$ cat config.mk
export PLATFORM = sky130hd
export DESIGN_NAME = pipelined_mult_tree
export DESIGN_NICKNAME = d
export VERILOG_FILES = /design/src/rtl/pipelined_mult_tree.sv
export SDC_FILE = /design/constraint.sdc
export NUM_CORES = 1
export LEC_CHECK = 0
export ABC_AREA = 1
export ABC_CLOCK_PERIOD_IN_PS = 1800
export CAP_MARGIN = 20
export CORE_MARGIN = 2
export CORE_UTILIZATION = 35
export CTS_CLUSTER_DIAMETER = 150
export CTS_CLUSTER_SIZE = 12
export DETAILED_ROUTE_END_ITERATION = 16
export PLACE_DENSITY = 0.58
export SLEW_MARGIN = 20
export SYNTH_ARGS = -nofsm -noshare
export SYNTH_HDL_FRONTEND = slang
export SYNTH_SLANG_ARGS = --single-unit
$ cat constraint.sdc
create_clock -name clk -period 1.8 [get_ports clk]
set_input_delay 0.36 -clock clk [delete_from_list [all_inputs] [get_ports clk]]
set_output_delay 0.36 -clock clk [all_outputs]
set_load 0.1 [all_outputs]
$ cat src/rtl/pipelined_mult_tree.sv
// pipelined_mult_tree: pipelined unsigned (optionally signed) WIDTH x WIDTH multiplier.
//   Ports: clk, rst_n (async active-low); in_valid/in_ready/x/y operand side;
//   out_valid/out_ready/o (2*WIDTH product) result side.
//   Build macro PIPELINED_MULT_SIGNED_EN adds input sgn, which selects a
//   two's-complement product (Baugh-Wooley) for the operands it travels with.
//   AND-array partial products are reduced by rows of HA/FA (3:2) cells down to
//   two rows, then added; register ranks sit at evenly spaced tree levels and the
//   final rank holds the finished product.
module pipelined_mult_tree #(
    parameter int WIDTH  = 4,
    parameter int STAGES = 2
) (
    input  logic                 clk,
    input  logic                 rst_n,
    input  logic                 in_valid,
    output logic                 in_ready,
    input  logic [WIDTH-1:0]     x,
    input  logic [WIDTH-1:0]     y,
`ifdef PIPELINED_MULT_SIGNED_EN
    input  logic                 sgn,
`endif
    output logic                 out_valid,
    input  logic                 out_ready,
    output logic [2*WIDTH-1:0]   o
);
    localparam int PW = 2 * WIDTH;
    typedef logic [WIDTH-1:0][PW-1:0] rows_t;

    // rows left after l levels of 3:2 compression
    function automatic int tree_rows(int l);
        int n = WIDTH;
        for (int k = 0; k < l; k++)
            n = 2 * (n / 3) + n % 3;
        return n;
    endfunction

    function automatic int tree_levels();
        int n = WIDTH;
        int l = 0;
        while (n > 2) begin
            n = 2 * (n / 3) + n % 3;
            l++;
        end
        return l;
    endfunction

    localparam int LEVELS = tree_levels();

    // one tree level: each group of three rows becomes a sum row and a shifted
    // carry row; the one or two leftover rows pass through untouched
    function automatic rows_t csa(rows_t r, int n);
        rows_t t = '0;
        int g = n / 3;
        for (int i = 0; i < WIDTH / 3; i++)
            if (i < g) begin
                t[2*i]   = r[3*i] ^ r[3*i+1] ^ r[3*i+2];
                t[2*i+1] = ((r[3*i] & r[3*i+1]) | (r[3*i] & r[3*i+2]) | (r[3*i+1] & r[3*i+2])) << 1;
            end
        for (int p = 0; p < 2; p++)
            if (p < n % 3)
                t[2*g+p] = r[3*g+p];
        return t;
    endfunction

    logic                     sg;
    logic                     stall;
    logic [STAGES-1:0]        vld_d, vld_q;
    rows_t [STAGES-1:0]       rows_d, rows_q;
    rows_t                    pp, r, prev;

`ifdef PIPELINED_MULT_SIGNED_EN
    assign sg = sgn;
`else
    assign sg = 1'b0;
`endif

    assign out_valid = vld_q[STAGES-1];
    assign stall     = out_valid && !out_ready;
    assign in_ready  = !stall;
    // last rank keeps the product in row 0; gate it so idle output reads zero
    assign o         = out_valid ? rows_q[STAGES-1][0] : '0;

    always_comb begin
        pp     = '0;
        r      = '0;
        prev   = '0;
        rows_d = rows_q;
        // signed mode inverts the mixed-sign MSB partial products; the
        // correction constant 2^WIDTH + 2^(2*WIDTH-1) fits in row 0's empty top bits
        for (int i = 0; i < WIDTH; i++)
            for (int j = 0; j < WIDTH; j++)
                pp[i][i+j] = (x[j] & y[i]) ^ (sg & ((i == WIDTH - 1) != (j == WIDTH - 1)));
        if (sg) begin
            pp[0][WIDTH] = 1'b1;
            pp[0][PW-1]  = 1'b1;
        end
        prev = pp;
        // stage s runs tree levels ceil(s*L/S)+1 .. ceil((s+1)*L/S); the last
        // stage also does the carry-propagate add
        for (int s = 0; s < STAGES; s++) begin
            r = prev;
            for (int l = (s * LEVELS + STAGES - 1) / STAGES + 1;
                 l <= ((s + 1) * LEVELS + STAGES - 1) / STAGES; l++)
                r = csa(r, tree_rows(l - 1));
            if (s == STAGES - 1) begin
                r[0]         = r[0] + r[1];
                r[WIDTH-1:1] = '0;
            end
            if (!stall)
                rows_d[s] = r;
            prev = rows_q[s];
        end
        vld_d = stall ? vld_q : STAGES'({vld_q, in_valid});
    end

    always_ff @(posedge clk or negedge rst_n)
        if (!rst_n) begin
            vld_q  <= '0;
            rows_q <= '0;
        end else begin
            vld_q  <= vld_d;
            rows_q <= rows_d;
        end
endmodule

==> results.json, run 1 <==
{
  "fp-row-count": 22,
  "coreArea_um2": 3716,
  "grt_pass1_wl_mm": 4.319,
  "hold_class": "in2async",
  "first_iter_violations": 41,
  "clk_latency_ns": 0.26,
  "postRouteAntennaNets": 0,
  "die_w_um": 66.65,
  "htreeDepth": 1,
  "arrival_ns": 2.09,
  "layout_min_cycle_time_ns": 1.888,
  "drt-total-wl_mm": 2.453,
  "finalNetCount": 223,
  "p_per_area_nw_per_um2": 1098,
  "critPathRequiredTime_ns": 2.00,
  "synth.top_cells.by_count": "nand2_1, inv_1, dfrtp_1",
  "worstSetupStartpoint": "rows_q[19]",
  "fmax_ghz": 0.5296,
  "cts.sinks": 24,
  "finalCritPeriodShare": 1.049,
  "yosys.area.top_type": "dfrtp_1",
  "portBuffers": 21,
  "slew_headroom": 0.8026,
  "drive_above_1_share": 0.2030,
  "p_leak_nw": 0.9734,
  "dp_slack_ns": -0.08069,
  "ys_ff_latch": 24,
  "cts_buffers": 3,
  "drcViolationCount": 0,
  "synth_edf_count": 0,
  "dr_total_vias": 1063,
  "antenna_found_initial": 0,
  "synth_nets": 194,
  "violations": "setup timing",
  "path_max_fanout": 2,
  "report.final.setup_viol": 3,
  "crit_type": "reg2reg",
  "power.switching_w": 0.0008554,
  "dp_hpwl_mm": 1.878,
  "fin_ws_ns": -0.08813,
  "viasPerCell": 4.339,
  "worst_pin_slew_ns": 0.2961,
  "path_cells": "fa_1, ha_2, inv_2, fa_2, inv_2, nand2_2, nand2_1, nand2_1, a21oi_2",
  "netlist_instances": 169,
  "grt_use_total": 0.1280,
  "area_growth_pct": 34.88,
  "cp-end-kind": "flip-flop",
  "seqPwrFrac": 0.344,
  "pwr-share-comb": 0.479,
  "n_antenna_cell": 0,
  "power_frac_clock": 0.177,
  "firstDrtPassIters": 4,
  "yosysWarnings": 0,
  "tns_ns": -0.1561,
  "grt_pass1_vias": 1038,
  "avgRoutedWirePerCell_um": 10.01,
  "cts_tree": "done",
  "sw_frac_of_total": 0.4203,
  "synthFlopType": "dfrtp_1",
  "start_util": 0.3697,
  "finalMaxSlewViolations": 0,
  "fill_cells": 384,
  "clockRootBuffer": "clkbuf_8",
  "critical_path.max_stage_delay_ns": 0.54,
  "ys_seq_area_frac": 0.4372,
  "fin_skew_ns": 0.003308,
  "synth_area_um2": 1374,
  "rsz0062_at_grt": "true",
  "slowest_stage": "fa_1",
  "hold_violations": 0,
  "synth_area_leaders": "dfrtp_1, nand2_1, fa_1",
  "start_kind": "flip-flop",
  "gr-total-overflow": 0,
  "dieArea_um2": 4442,
  "synth.avg_cell_area_um2": 8.129,
  "p_total_w": 0.002035,
  "clkTransAtPathRegs_ns": 0.08,
  "crit-reg2reg-launch": "rows_q[19]",
  "place.gp.congestion": 0.7692,
  "status": "complete, but fails checks",
  "grt_max_degree": 25,
  "io_pins": 22,
  "ir_worst_vdd_uv": 312.5,
  "cts.path.max_buffers": 2,
  "cap_violations": 0,
  "hold_buffers": 0,
  "fp.dieH_um": 66.65,
  "intPower_w": 0.001180,
  "yosysMostFrequentCell": "nand2_1",
  "synth_cell_types": 14,
  "synth_top_area_frac": 0.4372,
  "async_flop_share": 1.000
}
==> path summary, 6_finish.rpt <==
kind | depth (start not counted) | slack, ns | end
max | 9 | -0.09 | prev[7]
min | 2 | 0.44 | prev[7]
max reg2reg | 9 | -0.09 | prev[7]
min reg2reg | 2 | 0.46 | vld_q[1]
max in group asynchronous | 2 | 1.11 | vld_q[1]
min in group clk | 2 | 0.46 | vld_q[1]
==> worst max-delay path: cells and delay by family, from the launching register on <==
family / cells / cell delay [ns]
buffers and inverters: 2 / 0.10
AOI/OAI and AO/OA: 1 / 0.10
adders and majority gates: 3 / 1.06
DFF: 1 / 0.41
and+or+nand+nor: 3 / 0.16
==> stage by stage <==
step / instance area, µm² / instances / hold WS, ns / utilization
floorplan: 1410 / 169 / 0.06441 / -
global placement: 1773 / 238 / 0.4307 / 0.4771
detailed placement: 1773 / 238 / 0.4357 / 0.4771
CTS: 1843 / 244 / 0.4519 / 0.4960
global route: 1853 / 245 / 0.4837 / 0.4987
finish: 1853 / 245 / 0.4376 / 0.4987
==> state kept, by name (all words and copies together) (netlist names) <==
| register | flops |
|---|---|
| prev | 8 |
| vld_q | 2 |
| rows_q | 14 |
==> placed cells by master, fill, tap and decap left out, types with 2 or more instances in the layout <==
cell type        synthesis  layout
buf_12                   0      10
buf_4                    3       8
clkbuf_8                 0       4
clkdlybuf4s50_1          0      11
clkinvlp_4               0       8
dfrtp_1                 24      23
fa_1                     6       5
ha_1                     7       6
inv_1                   26      16
inv_2                    0       2
inv_4                    2       2
nand2_1                 80      79
nand3_1                  4       4
nor2_1                   3       3
o21ai_0                  9       8
==> power by group through the flow <==
stage,clock (W),combinational (W),sequential [W]
finish,0.000361,0.000974,0.000700
global route,0.000397,0.00104,0.000715
CTS,0.000371,0.000974,0.000701
detailed placement,0,0.000964,0.000712
global placement,0,0.000952,0.000707
floorplan,0,0.000645,0.000714
==> area by class of cell <==
type                            count  area (µm²)  area share
Clock buffer                        4       55.05     0.02971
Inverter                           28       140.1     0.07562
Multi-Input combinational cell    112       625.6      0.3376
Sequential cell                    24       601.8      0.3248
Tap cell                           48       60.06     0.03241
Timing Repair Buffer               29       370.4      0.1999
==> layer usage <==
metal / global-route usage / up-vias / wire [µm]
li1: - / 553 / -
met1: 0.1535 / 481 / 1128
met2: 0.2250 / 27 / 1178
met3: 0.01689 / 2 / 107
met4: 0.06122 / 0 / 38
met5: 0 / - / 0
==> kinds of logic (layout without fill, tap and decap cells) <==
logic type                 count (synthesis)  in the layout  share of synthesized area
AOI/OAI and AO/OA                         11             11                    0.04280
adders and majority gates                 13             13                     0.1512
buffers and inverters                     33             61                     0.1129
DFF                                       24             24                     0.4372
and+or+nand+nor                           88             88                     0.2559
==> what timing repair did <==
item	in CTS	in global routing
cloned	0	0
resized for setup	0	3
endpoints found under the setup margin	3	4
endpoints found under the hold margin	0	0
pin swaps	1	4
setup buffers	2	1
No activity file was read; power rests on OpenSTA's default activity.
==> run 2, diff against run 1 <==
--- a/config.mk
+++ b/config.mk
@@ -8,12 +8,14 @@
 export ABC_AREA = 1
 export ABC_CLOCK_PERIOD_IN_PS = 1800
 export CAP_MARGIN = 20
+export CELL_PAD_IN_SITES_DETAIL_PLACEMENT = 1
+export CELL_PAD_IN_SITES_GLOBAL_PLACEMENT = 1
 export CORE_MARGIN = 2
 export CORE_UTILIZATION = 35
 export CTS_CLUSTER_DIAMETER = 150
 export CTS_CLUSTER_SIZE = 12
 export DETAILED_ROUTE_END_ITERATION = 16
-export PLACE_DENSITY = 0.58
+export PLACE_DENSITY = 0.74
 export SLEW_MARGIN = 20
 export SYNTH_ARGS = -nofsm -noshare
 export SYNTH_HDL_FRONTEND = slang
==> run 2 against run 1 <==
- the flow still finishes with violations (setup timing)
- combinational power increased by 2.6%
- clock power fell by 11%
- sequential share of layout area decreased by 0.13 points
- critical path depth unchanged
- first-iteration DRC count unchanged
- flip-flop and latch count unchanged
- cell count shrank 0.41%
==> results.json, run 2 (synthesis results as in run 1) <==
{
  "status": "complete, but fails checks",
  "violations": "setup timing",
  "gr-total-overflow": 0,
  "arrival_ns": 2.12,
  "hold_class": "in2async",
  "final_cell_mix": "nand2_1, dfrtp_1, inv_1",
  "io_pins": 22,
  "fp-row-count": 22,
  "area_growth_pct": 35.43,
  "worst_pin_slew_ns": 0.2995,
  "cts_tree": "done",
  "cts_buffers": 3,
  "slew_headroom": 0.8003,
  "antenna_found_initial": 0,
  "final_common_cell": "nand2_1",
  "fin_ws_ns": -0.1242,
  "die_w_um": 66.65,
  "rsz0062_at_grt": "true",
  "hold_buffers": 0,
  "path_cells": "fa_1, ha_2, inv_2, fa_2, inv_2, nand2_2, nand2_1, nand2_1, a21oi_2",
  "dieArea_um2": 4442,
  "ir_worst_vdd_uv": 340.5,
  "drive_above_1_share": 0.2143,
  "htreeDepth": 1,
  "dr_total_vias": 1118,
  "cts.path.max_buffers": 2,
  "first_iter_violations": 41,
  "avgRoutedWirePerCell_um": 11.83,
  "layout_min_cycle_time_ns": 1.924,
  "viasPerCell": 4.582,
  "drt-total-wl_mm": 2.886,
  "start_util": 0.3697,
  "clk_latency_ns": 0.26,
  "report.final.setup_viol": 3,
  "p_leak_nw": 0.9718,
  "clockRootBuffer": "clkbuf_8",
  "hold_violations": 0,
  "worstReg2RegEnd": "prev[7]",
  "portBuffers": 21,
  "slowest_stage": "fa_1",
  "grt_pass1_vias": 1209,
  "place.gp.congestion": 0.6775,
  "finalNetCount": 222,
  "fmax_ghz": 0.5197,
  "crit_type": "reg2reg",
  "tns_ns": -0.2645,
  "n_antenna_cell": 0,
  "grt_use_total": 0.1503,
  "cap_violations": 0,
  "cp-end-kind": "flip-flop",
  "critical_path.max_stage_delay_ns": 0.54,
  "cts.sinks": 24,
  "dp_hpwl_mm": 2.315,
  "ff2ff_path_depth": 9,
  "finalMaxSlewViolations": 0,
  "start_kind": "flip-flop",
  "firstDrtPassIters": 4,
  "drcViolationCount": 0,
  "critPathRequiredTime_ns": 2.00,
  "path_max_fanout": 2,
  "dp_slack_ns": -0.1358,
  "finalCritPeriodShare": 1.069,
  "fill_cells": 453,
  "postRouteAntennaNets": 0,
  "fp.dieH_um": 66.65,
  "p_per_area_nw_per_um2": 1086,
  "largest_reg_flops": 14,
  "grt_max_degree": 28,
  "coreArea_um2": 3716,
  "fin_skew_ns": 0.001783,
  "top_register": "rows_q",
  "grt_pass1_wl_mm": 5.099,
  "crit-reg2reg-launch": "rows_q[19]",
  "clkTransAtPathRegs_ns": 0.08,
  "r2r_slack_ns": -0.12
}
## run 2: cell count changes in the layout (fill, tap and decap cells not counted), moves of 2 or more
cell     delta
buf_4       -3
buf_6       +2
nand3_1     -3
nand3_2     +3
## run 2: power by group
part / switching, W / internal [W]
registers: 0.0000645 / 0.000634
logic: 0.000648 / 0.000350
clock network: 0.000165 / 0.000158
total: 0.000878 / 0.00114
## run 2: area by class of cell
cell class | instances | area, µm² | area share
multi-input combinational | 112 | 643.1 | 0.3457
sequential | 24 | 601.8 | 0.3235
timing repair buffer | 28 | 370.4 | 0.1991
inverter | 28 | 140.1 | 0.07532
tap | 48 | 60.06 | 0.03228
clock buffer | 4 | 45.04 | 0.02421
## run 2: routing by layer
layer	up-vias	global-route usage	wire length, µm
li1	552	-	-
met1	540	0.1652	1211
met2	22	0.2900	1544
met3	4	0.01520	82
met4	0	0.06122	48
met5	-	0	0
## run 2: through the flow
stage | hold slack, ns | instances | power [W] | area (µm²) | utilization
2_1_floorplan | 0.06441 | 169 | 0.001359 | 1410 | -
5_1_grt | 0.4607 | 244 | 0.002147 | 1861 | 0.5007
3_5_place_dp | 0.4528 | 238 | 0.001700 | 1773 | 0.4771
3_3_place_gp | 0.4320 | 238 | 0.001662 | 1773 | 0.4771
4_1_cts | 0.4530 | 243 | 0.002030 | 1828 | 0.4919
6_report | 0.4450 | 244 | 0.002021 | 1861 | 0.5007
## run 2: critical path: cells and delay by family (launching register included)
kind	cells	cell delay, ns
simple gates	3	0.16
flops	1	0.40
buf+inv	2	0.11
fa+ha+maj	3	1.08
compound gates	1	0.11
## run 2: worst max path at each step
| stage | endpoint | startpoint | cells past startpoint |
|---|---|---|---|
| finish | prev[7] | rows_q[19] | 9 |
| global route | prev[7] | rows_q[19] | 9 |
| CTS | prev[7] | rows_q[19] | 9 |
| detailed placement | prev[7] | rows_q[3] | 9 |
| global placement | prev[7] | rows_q[3] | 9 |
| floorplan | prev[7] | rows_q[3] | 9 |
## run 2: what timing repair did
action / CTS / global route
gates resized for setup: 2 / 7
buffers inserted: 1 / 2
pin swaps: 3 / 4
endpoints found under the setup margin: 3 / 4
==> run 3, diff against run 2 <==
--- a/config.mk
+++ b/config.mk
@@ -12,9 +12,10 @@
 export CELL_PAD_IN_SITES_GLOBAL_PLACEMENT = 1
 export CORE_MARGIN = 2
 export CORE_UTILIZATION = 35
-export CTS_CLUSTER_DIAMETER = 150
+export CTS_CLUSTER_DIAMETER = 120
 export CTS_CLUSTER_SIZE = 12
 export DETAILED_ROUTE_END_ITERATION = 16
+export MAX_ROUTING_LAYER = met4
 export PLACE_DENSITY = 0.74
 export SLEW_MARGIN = 20
 export SYNTH_ARGS = -nofsm -noshare
==> run 3 against run 2 <==
- the run still ends with setup timing left
- critical endpoint unchanged
- worst setup slack is essentially flat
- sequential share of layout area is the same
- final area is the same
- register-to-register slack is essentially flat
- routed wire length is essentially flat
- power is essentially flat
- via count is the same
- die area is the same
- utilization is the same
- sequential power is essentially flat
- combinational power is essentially flat
- critical path depth is the same
==> results.json, run 3 (synthesis results as in run 1) <==
{
  "status": "complete, but fails checks",
  "violations": "setup timing",
  "path_delay_family": "adder cells",
  "critical_path.max_stage_delay_ns": 0.54,
  "r2r_slack_ns": -0.12,
  "fmax_ghz": 0.5197,
  "path_cells": "fa_1, ha_2, inv_2, fa_2, inv_2, nand2_2, nand2_1, nand2_1, a21oi_2",
  "ff2ff_path_depth": 9,
  "portBuffers": 21,
  "grt_pass1_wl_mm": 5.099,
  "cts.sinks": 24,
  "clockRootBuffer": "clkbuf_8",
  "cp-end-kind": "flip-flop",
  "finalNetCount": 222,
  "first_iter_violations": 47,
  "clk_latency_ns": 0.26,
  "p_per_area_nw_per_um2": 1086,
  "firstDrtPassIters": 4,
  "fin_skew_ns": 0.001783,
  "largest_reg_flops": 14,
  "grt_use_total": 0.1542,
  "path_max_fanout": 2,
  "grt_pass1_vias": 1210,
  "dp_slack_ns": -0.1358,
  "antenna_found_initial": 0,
  "dp_hpwl_mm": 2.315,
  "crit_type": "reg2reg",
  "worst_pin_slew_ns": 0.2994,
  "n_antenna_cell": 0,
  "postRouteAntennaNets": 0,
  "avgRoutedWirePerCell_um": 11.83,
  "cp_num_buf_inv": 2,
  "arrival_ns": 2.12,
  "cap_violations": 0,
  "area_growth_pct": 35.43,
  "cts.path.max_buffers": 2,
  "slowest_stage": "fa_1",
  "slew_headroom": 0.8004,
  "crit-reg2reg-launch": "rows_q[19]",
  "hold_ws_ns": 0.4452,
  "dieArea_um2": 4442,
  "final_util": 0.5007,
  "io_pins": 22,
  "cts_tree": "done",
  "layout_min_cycle_time_ns": 1.924,
  "hold_class": "in2async",
  "start_util": 0.3697,
  "report.final.setup_viol": 3,
  "dr_total_vias": 1118,
  "die_w_um": 66.65,
  "grt_max_degree": 28,
  "htreeDepth": 1,
  "clkTransAtPathRegs_ns": 0.08,
  "rsz0062_at_grt": "true",
  "drcViolationCount": 0,
  "finalCritPeriodShare": 1.069,
  "final_cell_mix": "nand2_1, dfrtp_1, inv_1",
  "p_leak_nw": 0.9718,
  "finalMaxSlewViolations": 0,
  "final_common_cell": "nand2_1",
  "fin_ws_ns": -0.1242,
  "start_kind": "flip-flop",
  "viasPerCell": 4.582,
  "place.gp.congestion": 0.6844,
  "hold_violations": 0,
  "gr-total-overflow": 0,
  "drt-total-wl_mm": 2.887,
  "coreArea_um2": 3716,
  "drive_above_1_share": 0.2143,
  "top_register": "rows_q",
  "fp-row-count": 22,
  "ir_worst_vdd_uv": 340.3,
  "cts_buffers": 3,
  "hold_buffers": 0,
  "critPathRequiredTime_ns": 2.00,
  "worstReg2RegEnd": "prev[7]",
  "fp.dieH_um": 66.65
}
run 3: cell counts in the layout (fill, tap and decap cells not counted):
No cell type changed its count.
run 3: final cells by class:
cell class	instances	area, µm²
flip-flops and latches	24	601.8
well taps	48	60.06
multi-input cells	112	643.1
repair buffers	28	370.4
inverters	28	140.1
clock buffers	4	45.04
fillers	453	1856
run 3: through the flow:
stage               instances  setup TNS, ns  power, W  cell area [µm²]
floorplan                 169       -0.06064  0.001359             1410
global placement          238        -0.1181  0.001662             1773
global route              244        -0.6101  0.002147             1861
detailed placement        238        -0.3232  0.001700             1773
finish                    244        -0.2646  0.002021             1861
CTS                       243        -0.2840  0.002030             1828
run 3: how the worst max path moves through the flow:
stage	start	depth (start not counted)	slack (ns)	to
4_1_cts	rows_q[19]	9	-0.13	prev[7]
5_1_grt	rows_q[19]	9	-0.23	prev[7]
2_1_floorplan	rows_q[3]	9	-0.03	prev[7]
3_3_place_gp	rows_q[3]	9	-0.06	prev[7]
6_report	rows_q[19]	9	-0.12	prev[7]
3_5_place_dp	rows_q[3]	9	-0.14	prev[7]
run 3: what timing repair did:
item,4_1_cts,5_1_grt
pin swaps,3,4
gates resized for setup,2,7
buffers inserted,1,2
endpoints found under the setup margin,3,4
run 3: worst register-to-register path: stages, from the launching register on:
cell and delay (ns):
dfrtp_1 0.40, fa_1 0.54, ha_2 0.19, inv_2 0.04, fa_2 0.35, inv_2 0.07
nand2_2 0.05, nand2_1 0.06, nand2_1 0.05, a21oi_2 0.11
run 3: metal layers:
metal / track usage / wire length (µm) / share of wire / vias to the layer above
li1: - / - / - / 552
met1: 0.1652 / 1211 / 0.42 / 540
met2: 0.2900 / 1544 / 0.53 / 22
met3: 0.01520 / 82 / 0.028 / 4
met4: 0.06122 / 48 / 0.017 / 0
met5: - / 0 / 0 / -
run 3: power by group:
group / internal, W / switching, W
clock: 0.000158 / 0.000165
sequential: 0.000634 / 0.0000645
combinational: 0.000350 / 0.000648
